--- config.mk ---
export PLATFORM = sky130hd
export DESIGN_NAME = multicore_dmem_arbiter_flat
export DESIGN_NICKNAME = d
export VERILOG_FILES = /design/src/rtl/multicore_dmem_arbiter_if.sv /design/src/rtl/multicore_dmem_arbiter.sv /design/src/flat_wrapper.sv
export SDC_FILE = /design/constraint.sdc
export NUM_CORES = 1
export LEC_CHECK = 0
export ABC_AREA = 1
export CELL_PAD_IN_SITES_DETAIL_PLACEMENT = 1
export CELL_PAD_IN_SITES_GLOBAL_PLACEMENT = 1
export CORE_MARGIN = 1
export CORE_UTILIZATION = 20
export DETAILED_ROUTE_END_ITERATION = 6
export GPL_ROUTABILITY_DRIVEN = 0
export HOLD_SLACK_MARGIN = 0.12
export PLACE_DENSITY_LB_ADDON = 0.1
export RECOVER_POWER = 50
export SYNTH_ARGS = -nofsm -noshare
export SYNTH_HDL_FRONTEND = slang
export SYNTH_SLANG_ARGS = --single-unit
--- constraint.sdc ---
create_clock -name clk -period 2.04 [get_ports clk]
set_input_delay 0.306 -clock clk [delete_from_list [all_inputs] [get_ports clk]]
set_output_delay 0.306 -clock clk [all_outputs]
set_load 0.01 [all_outputs]
--- src/rtl/multicore_dmem_arbiter_if.sv ---
// Core-array and data-memory signal bundle for the shared data-memory arbiter.
// The arbiter uses the slave modport; the core/memory side uses master.
interface multicore_dmem_arbiter_if #(
    parameter int unsigned NUM_CORES = 4,
    parameter int unsigned ADDR_W    = 16,
    parameter int unsigned DATA_W    = 16,
    parameter int unsigned CNT_W     = 16
);
    logic                        START;
    logic [NUM_CORES-1:0]        core_rd_req;
    logic [NUM_CORES-1:0]        core_wr_req;
    logic [NUM_CORES*ADDR_W-1:0] core_addr;
    logic [NUM_CORES*DATA_W-1:0] core_wdata;
    logic [NUM_CORES-1:0]        core_end;
    logic [NUM_CORES-1:0]        core_gnt;
    logic [NUM_CORES-1:0]        core_rvalid;
    logic [DATA_W-1:0]           core_rdata;
    logic                        mem_read;
    logic                        mem_write;
    logic [ADDR_W-1:0]           mem_addr;
    logic [DATA_W-1:0]           mem_wdata;
    logic [DATA_W-1:0]           mem_rdata;
    logic                        END;
    logic                        conflict_err;
    logic [CNT_W-1:0]            contention_count;

    modport slave (
        input  START, core_rd_req, core_wr_req, core_addr, core_wdata, core_end, mem_rdata,
        output core_gnt, core_rvalid, core_rdata, mem_read, mem_write, mem_addr, mem_wdata,
               END, conflict_err, contention_count
    );

    modport master (
        output START, core_rd_req, core_wr_req, core_addr, core_wdata, core_end, mem_rdata,
        input  core_gnt, core_rvalid, core_rdata, mem_read, mem_write, mem_addr, mem_wdata,
               END, conflict_err, contention_count
    );
endinterface

--- src/rtl/multicore_dmem_arbiter.sv ---
// Round-robin arbiter giving NUM_CORES cores access to one synchronous data memory,
// with one-cycle read return, sticky rd/wr conflict flag and a contention counter.
module multicore_dmem_arbiter #(
    parameter int unsigned NUM_CORES = 4,
    parameter int unsigned ADDR_W    = 16,
    parameter int unsigned DATA_W    = 16,
    parameter int unsigned CNT_W     = 16
) (
    input logic                    clk,
    input logic                    RESET,
    multicore_dmem_arbiter_if.slave bus
);
    localparam int unsigned PTR_W = $clog2(NUM_CORES);

    typedef enum logic [1:0] {IDLE, RUN, DONE} state_t;

    state_t               state_q, state_d;
    logic [PTR_W-1:0]     ptr_q, ptr_d;
    logic [NUM_CORES-1:0] end_q, end_d;
    logic                 rd_vld_q, rd_vld_d;
    logic [PTR_W-1:0]     rd_idx_q, rd_idx_d;
    logic                 conflict_q, conflict_d;
    logic [CNT_W-1:0]     cnt_q, cnt_d;

    logic [NUM_CORES-1:0] pending;
    logic [NUM_CORES-1:0] gnt;
    logic [NUM_CORES-1:0] rvalid;
    logic                 gnt_vld;
    logic [PTR_W-1:0]     gnt_idx;
    logic                 sel_rd, sel_wr;
    logic                 multi_pending;

    // Search upward from the pointer; the first pending core wins.
    always_comb begin : arbitrate
        int unsigned cand;
        cand    = 0;
        pending = '0;
        if (state_q == RUN)
            pending = (bus.core_rd_req | bus.core_wr_req) & ~end_q;
        gnt_vld = 1'b0;
        gnt_idx = '0;
        for (int unsigned k = 0; k < NUM_CORES; k++) begin
            cand = (32'(ptr_q) + k) % NUM_CORES;
            if (!gnt_vld && pending[PTR_W'(cand)]) begin
                gnt_vld = 1'b1;
                gnt_idx = PTR_W'(cand);
            end
        end
        gnt = '0;
        if (gnt_vld)
            gnt[gnt_idx] = 1'b1;
        sel_rd        = gnt_vld & bus.core_rd_req[gnt_idx];
        sel_wr        = gnt_vld & bus.core_wr_req[gnt_idx];
        multi_pending = |(pending & (pending - NUM_CORES'(1)));
    end

    always_comb begin
        rvalid = '0;
        if (rd_vld_q)
            rvalid[rd_idx_q] = 1'b1;
    end

    always_comb begin
        state_d    = state_q;
        ptr_d      = ptr_q;
        end_d      = end_q;
        cnt_d      = cnt_q;
        rd_vld_d   = sel_rd & ~sel_wr;
        rd_idx_d   = gnt_idx;
        conflict_d = conflict_q | (sel_rd & sel_wr);
        case (state_q)
            IDLE: begin
                if (bus.START)
                    state_d = RUN;
            end
            RUN: begin
                // Leave RUN on the edge that sets the last end latch, so END rises the following cycle.
                end_d = end_q | bus.core_end;
                if (&end_d)
                    state_d = DONE;
                if (gnt_vld)
                    ptr_d = (gnt_idx == PTR_W'(NUM_CORES - 1)) ? '0 : gnt_idx + PTR_W'(1);
                if (multi_pending && (cnt_q != '1))
                    cnt_d = cnt_q + CNT_W'(1);
            end
            DONE: ;
            default: state_d = IDLE;
        endcase
    end

    always_ff @(posedge clk or posedge RESET) begin
        if (RESET) begin
            state_q    <= IDLE;
            ptr_q      <= '0;
            end_q      <= '0;
            rd_vld_q   <= 1'b0;
            rd_idx_q   <= '0;
            conflict_q <= 1'b0;
            cnt_q      <= '0;
        end else begin
            state_q    <= state_d;
            ptr_q      <= ptr_d;
            end_q      <= end_d;
            rd_vld_q   <= rd_vld_d;
            rd_idx_q   <= rd_idx_d;
            conflict_q <= conflict_d;
            cnt_q      <= cnt_d;
        end
    end

    assign bus.core_gnt         = gnt;
    assign bus.core_rvalid      = rvalid;
    assign bus.core_rdata       = rd_vld_q ? bus.mem_rdata : '0;
    assign bus.mem_write        = sel_wr;
    assign bus.mem_read         = sel_rd & ~sel_wr;
    assign bus.mem_addr         = gnt_vld ? bus.core_addr[32'(gnt_idx) * ADDR_W +: ADDR_W] : '0;
    assign bus.mem_wdata        = gnt_vld ? bus.core_wdata[32'(gnt_idx) * DATA_W +: DATA_W] : '0;
    assign bus.END              = (state_q == DONE);
    assign bus.conflict_err     = conflict_q;
    assign bus.contention_count = cnt_q;
endmodule

--- src/flat_wrapper.sv ---
// flat-port wrapper written by rule: the top's interface ports become plain ports
module multicore_dmem_arbiter_flat 
#(
    parameter int unsigned NUM_CORES = 4,
    parameter int unsigned ADDR_W    = 16,
    parameter int unsigned DATA_W    = 16,
    parameter int unsigned CNT_W     = 16
)
  (clk, RESET, bus_START, bus_core_rd_req, bus_core_wr_req, bus_core_addr, bus_core_wdata, bus_core_end, bus_mem_rdata, bus_core_gnt, bus_core_rvalid, bus_core_rdata, bus_mem_read, bus_mem_write, bus_mem_addr, bus_mem_wdata, bus_END, bus_conflict_err, bus_contention_count);
  multicore_dmem_arbiter_if #(.NUM_CORES(NUM_CORES), .ADDR_W(ADDR_W), .DATA_W(DATA_W), .CNT_W(CNT_W)) bus_i ();
  input logic clk;
  input logic RESET;
  input wire logic [$bits(bus_i.START)-1:0] bus_START;
  input wire logic [$bits(bus_i.core_rd_req)-1:0] bus_core_rd_req;
  input wire logic [$bits(bus_i.core_wr_req)-1:0] bus_core_wr_req;
  input wire logic [$bits(bus_i.core_addr)-1:0] bus_core_addr;
  input wire logic [$bits(bus_i.core_wdata)-1:0] bus_core_wdata;
  input wire logic [$bits(bus_i.core_end)-1:0] bus_core_end;
  input wire logic [$bits(bus_i.mem_rdata)-1:0] bus_mem_rdata;
  output wire logic [$bits(bus_i.core_gnt)-1:0] bus_core_gnt;
  output wire logic [$bits(bus_i.core_rvalid)-1:0] bus_core_rvalid;
  output wire logic [$bits(bus_i.core_rdata)-1:0] bus_core_rdata;
  output wire logic [$bits(bus_i.mem_read)-1:0] bus_mem_read;
  output wire logic [$bits(bus_i.mem_write)-1:0] bus_mem_write;
  output wire logic [$bits(bus_i.mem_addr)-1:0] bus_mem_addr;
  output wire logic [$bits(bus_i.mem_wdata)-1:0] bus_mem_wdata;
  output wire logic [$bits(bus_i.END)-1:0] bus_END;
  output wire logic [$bits(bus_i.conflict_err)-1:0] bus_conflict_err;
  output wire logic [$bits(bus_i.contention_count)-1:0] bus_contention_count;
  assign bus_i.START = bus_START;
  assign bus_i.core_rd_req = bus_core_rd_req;
  assign bus_i.core_wr_req = bus_core_wr_req;
  assign bus_i.core_addr = bus_core_addr;
  assign bus_i.core_wdata = bus_core_wdata;
  assign bus_i.core_end = bus_core_end;
  assign bus_i.mem_rdata = bus_mem_rdata;
  assign bus_core_gnt = bus_i.core_gnt;
  assign bus_core_rvalid = bus_i.core_rvalid;
  assign bus_core_rdata = bus_i.core_rdata;
  assign bus_mem_read = bus_i.mem_read;
  assign bus_mem_write = bus_i.mem_write;
  assign bus_mem_addr = bus_i.mem_addr;
  assign bus_mem_wdata = bus_i.mem_wdata;
  assign bus_END = bus_i.END;
  assign bus_conflict_err = bus_i.conflict_err;
  assign bus_contention_count = bus_i.contention_count;
  multicore_dmem_arbiter #(.NUM_CORES(NUM_CORES), .ADDR_W(ADDR_W), .DATA_W(DATA_W), .CNT_W(CNT_W)) u_core (.clk(clk), .RESET(RESET), .bus(bus_i));
endmodule
==> summary.txt <==
Run status
  – Status: complete, but fails checks
  – Failing checks: setup timing

Pwr
  – PD cells: 1750 nW/um^2
  – Sw power: 5.91 mW
  – Switching Share: 46.5%
  – Clk network pwr share: 3.9%
  – Worst IR drop on VDD: 1.03 mV
  – Sequential cell fraction of total power: 5.4%
  – Leak: 3.32 nW
  – Total power: 12.7 mW
  – Combinational fraction of design power: 90.7%
  – P_int: 6.79 mW

Yosys
  – Top cells by area, synth: dfrtp_1 22%, nand2_1 11%, inv_1 10%, nor2_1 8.9%, o211ai_1 7.6%
  – Area leader, netlist: dfrtp_1
  – Post-Syn Area: 3160 um^2
  – Sequential share of the synthesized area: 22.2%
  – Synth async-reset ratio: 100%
  – Commonest cells post-synth: 91 x nand2_1, 85 x inv_1, 75 x nor2_1
  – Top-area cell type share of the netlist area: 22.2%
  – Top FF cell, synth: dfrtp_1
  – Flops & latches, synth: 28
  – Most frequent cell after synthesis: nand2_1
  – Post-synth EDFFs: 0
  – Synthesized Nets: 680
  – Syn avg cell area: 6.12 um^2
  – Synth warnings: 0
  – Unique masters post-synth: 33
  – Synth Instances: 516

Route
  – DR WL/cell: 16.8 um
  – Residual DRC: 0
  – Via-to-Cell Ratio: 4.42
  – 1st-pass router iterations: 4
  – Routed Antenna Nets: 0
  – Vias: 4525
  – Starting DRC count in detailed routing: 142
  – Final wirelength: 17200 um

Worst setup path
  – Most used cell, CP: buf_6
  – CP delay by family, top: buffers and inverters
  – Crit Path Category: register to output pin
  – WP depth: 15
  – Crit path buffers/inverters: 6
  – Critical path launch point type: register
  – Reg2reg setup slack: -250 ps
  – CP max stage delay: 430 ps
  – Worst reg2reg endpoint: u_core.ptr_q[1]
  – Critical path's slowest cell: dfrtp_1
  – Worst Setup End Kind: output pin
  – Worst path cell trace: buf_6, xnor2_4, buf_6, nand3_4, nand2_4, nand4_1, nand3_4, buf_6, buf_12, buf_12, nor2_4, nor2_2, o21ai_2, a21oi_2, buf_4
  – Req. time, crit path: 1730 ps
  – Worst Path Max Fanout: 8
  – Worst reg2reg path depth: 14
  – Critical Path AT: 2620 ps
  – FF-to-FF Start: u_core.state_q[1]

Min path
  – Hold WC Path Type: register to register
  – Worst hold path endpoint: u_core.bus.conflict_err
  – Hold Path Origin: u_core.bus.conflict_err
  – Hold Path Cell Cnt: 2

Finish
  – Antenna Cells: 0
  – # fillers: 1844
  – Share of cells above drive strength 1: 34.7%
  – NumNets Final: 977
  – Area growth syn-to-layout: 130%

Clocking
  – Clock latency on the worst-skew pair: 260 ps
  – CTS tree: done
  – CTS Buf Count: 3
  – Htree depth: 1
  – Max Root-Sink Buffers: 2
  – Root Driver: clkbuf_16
  – CTS clk-pin slew, worst paths: 70 ps
  – CTS Sinks: 28

Timing
  – Unrepaired setup endpoints after global routing: yes
  – Final period utilization: 144%
  – Setup Viol. Count Final: 44
  – Fin. max-slew vios: 0
  – Final worst slack: -890 ps
  – Final hold slack: 470 ps
  – Endpoints failing hold: 0
  – Tmin final: 2930 ps
  – Max-slew headroom: 51.0%
  – Worst-Margin Slew: 735 ps
  – Clock skew: 3.51 ps
  – Fmax: 341 MHz

Floorplan
  – Die area: 16300 um^2
  – Core Area: 15300 um^2
  – DIE HEIGHT: 128 um
  – Row cnt: 45
  – Initial Utilization: 20.6%
  – Die Span X: 128 um
  – # IOs: 235

GRT
  – All-Layer GR Usage: 19.7%
  – First-pass GRT wire length: 25400 um
  – Vias in the first global route: 4571
  – GR Layer Usage met2: 36.6%
  – Initial antenna violation count: 0
  – GR met1 Demand/Resource: 24.3%
  – GRT overflow: 0
  – Routing usage on met3: 2.75%
  – GRT Max-Usage Layer: met2
  – Largest net degree at the start of global routing: 29

Place
  – Post-DP HPWL: 13000 um
  – Port Buf Inserts: 234

Job
  – Max Cap Violations: 0
[through the flow]
stage          util (%)  cells  area [um^2]  setup TNS [ps]  setup WS [ps]
3_5_place_dp       41.4    992         6340          -53780          -1360
4_1_cts            44.7   1015         6850          -29570           -853
5_1_grt            47.4   1023         7260          -38740          -1070
6_report           47.4   1023         7260          -31190           -890
2_1_floorplan         -    516         3390           -4670           -138
3_3_place_gp       41.4    992         6340          -51090          -1270
[registers in the layout (all words and copies together), names as in the netlist]
name / cells
u_core.end_q: 4
u_core.bus.conflict_err: 1
u_core.rd_vld_q: 1
u_core.state_q: 2
u_core.rd_idx_q: 2
u_core.ptr_q: 2
u_core.bus.contention_count: 16
[per-layer routing]
metal	vias up	routed length [um]
met5	-	0
met2	128	8980
met3	18	852
met4	0	272
li1	2247	-
met1	2132	7070
[worst min-delay path: cells and delay by family (launching register included)]
| family | cells | cell delay (ps) |
|---|---|---|
| and+or+nand+nor | 1 | 50 |
| DFF | 1 | 340 |
| buffers and inverters | 1 | 40 |
[what timing repair did]
| action | 4_1_cts | 5_1_grt |
|---|---|---|
| buffers inserted | 14 | 11 |
| endpoints found under the setup margin | 52 | 56 |
| pin swaps | 41 | 46 |
| gates cloned | 6 | 2 |
| resized for setup | 241 | 91 |
| hold buffers | 0 | 0 |
[kinds of logic after synthesis]
kind of cell	count (synthesis)	synth area share, %
AOI/OAI and AO/OA	108	20.3
xor gates and xnor gates	15	4.40
adders and majority gates	5	1.98
buffers and inverters	119	17.5
DFF	28	22.2
muxes	1	0.356
and+or+nand+nor	240	33.3
[cells in the final DEF (no fill, tap or decap), types with 9 or more instances in the layout]
master,count
buf_2,26
nand3_4,12
buf_6,26
nand2_4,11
o211ai_1,32
nor2_2,30
nand4_1,9
nand2_2,14
nor2_4,13
inv_1,80
nand3_1,9
nand3_2,10
xor2_1,11
dfrtp_1,28
buf_4,43
o21ai_1,22
nand2_1,70
o21ai_2,9
a21oi_2,33
clkdlybuf4s50_1,181
buf_12,15
nor2_1,53
[cell type report]
type / instances / area, um^2 / area share [%]
Inverter: 89 / 359 / 4.95
Clock buffer: 4 / 88.8 / 1.22
Tap cell: 211 / 264 / 3.64
Multi-Input combinational cell: 369 / 2610 / 35.9
Sequential cell: 28 / 701 / 9.65
Timing Repair Buffer: 322 / 3240 / 44.6
[worst max path at each step]
stage / start / end / slack [ps]
2_1_floorplan: u_core.state_q[1] / bus_mem_addr[6] / -140
3_3_place_gp: bus_core_wr_req[2] / bus_mem_wdata[14] / -1270
3_5_place_dp: bus_core_wr_req[2] / bus_mem_wdata[11] / -1360
4_1_cts: u_core.ptr_q[0] / bus_mem_wdata[2] / -850
5_1_grt: u_core.state_q[0] / bus_mem_addr[6] / -1070
6_report: u_core.ptr_q[0] / bus_mem_addr[9] / -890
[power by group through the flow]
stage	Combinational [mW]	Sequential (mW)	Clock [mW]
floorplan	4.95	0.655	0
global placement	9.38	0.689	0
detailed placement	9.53	0.691	0
CTS	10.9	0.678	0.511
global route	12.3	0.690	0.531
finish	11.5	0.681	0.497
Note: power is estimated with default switching activity, not from simulation.
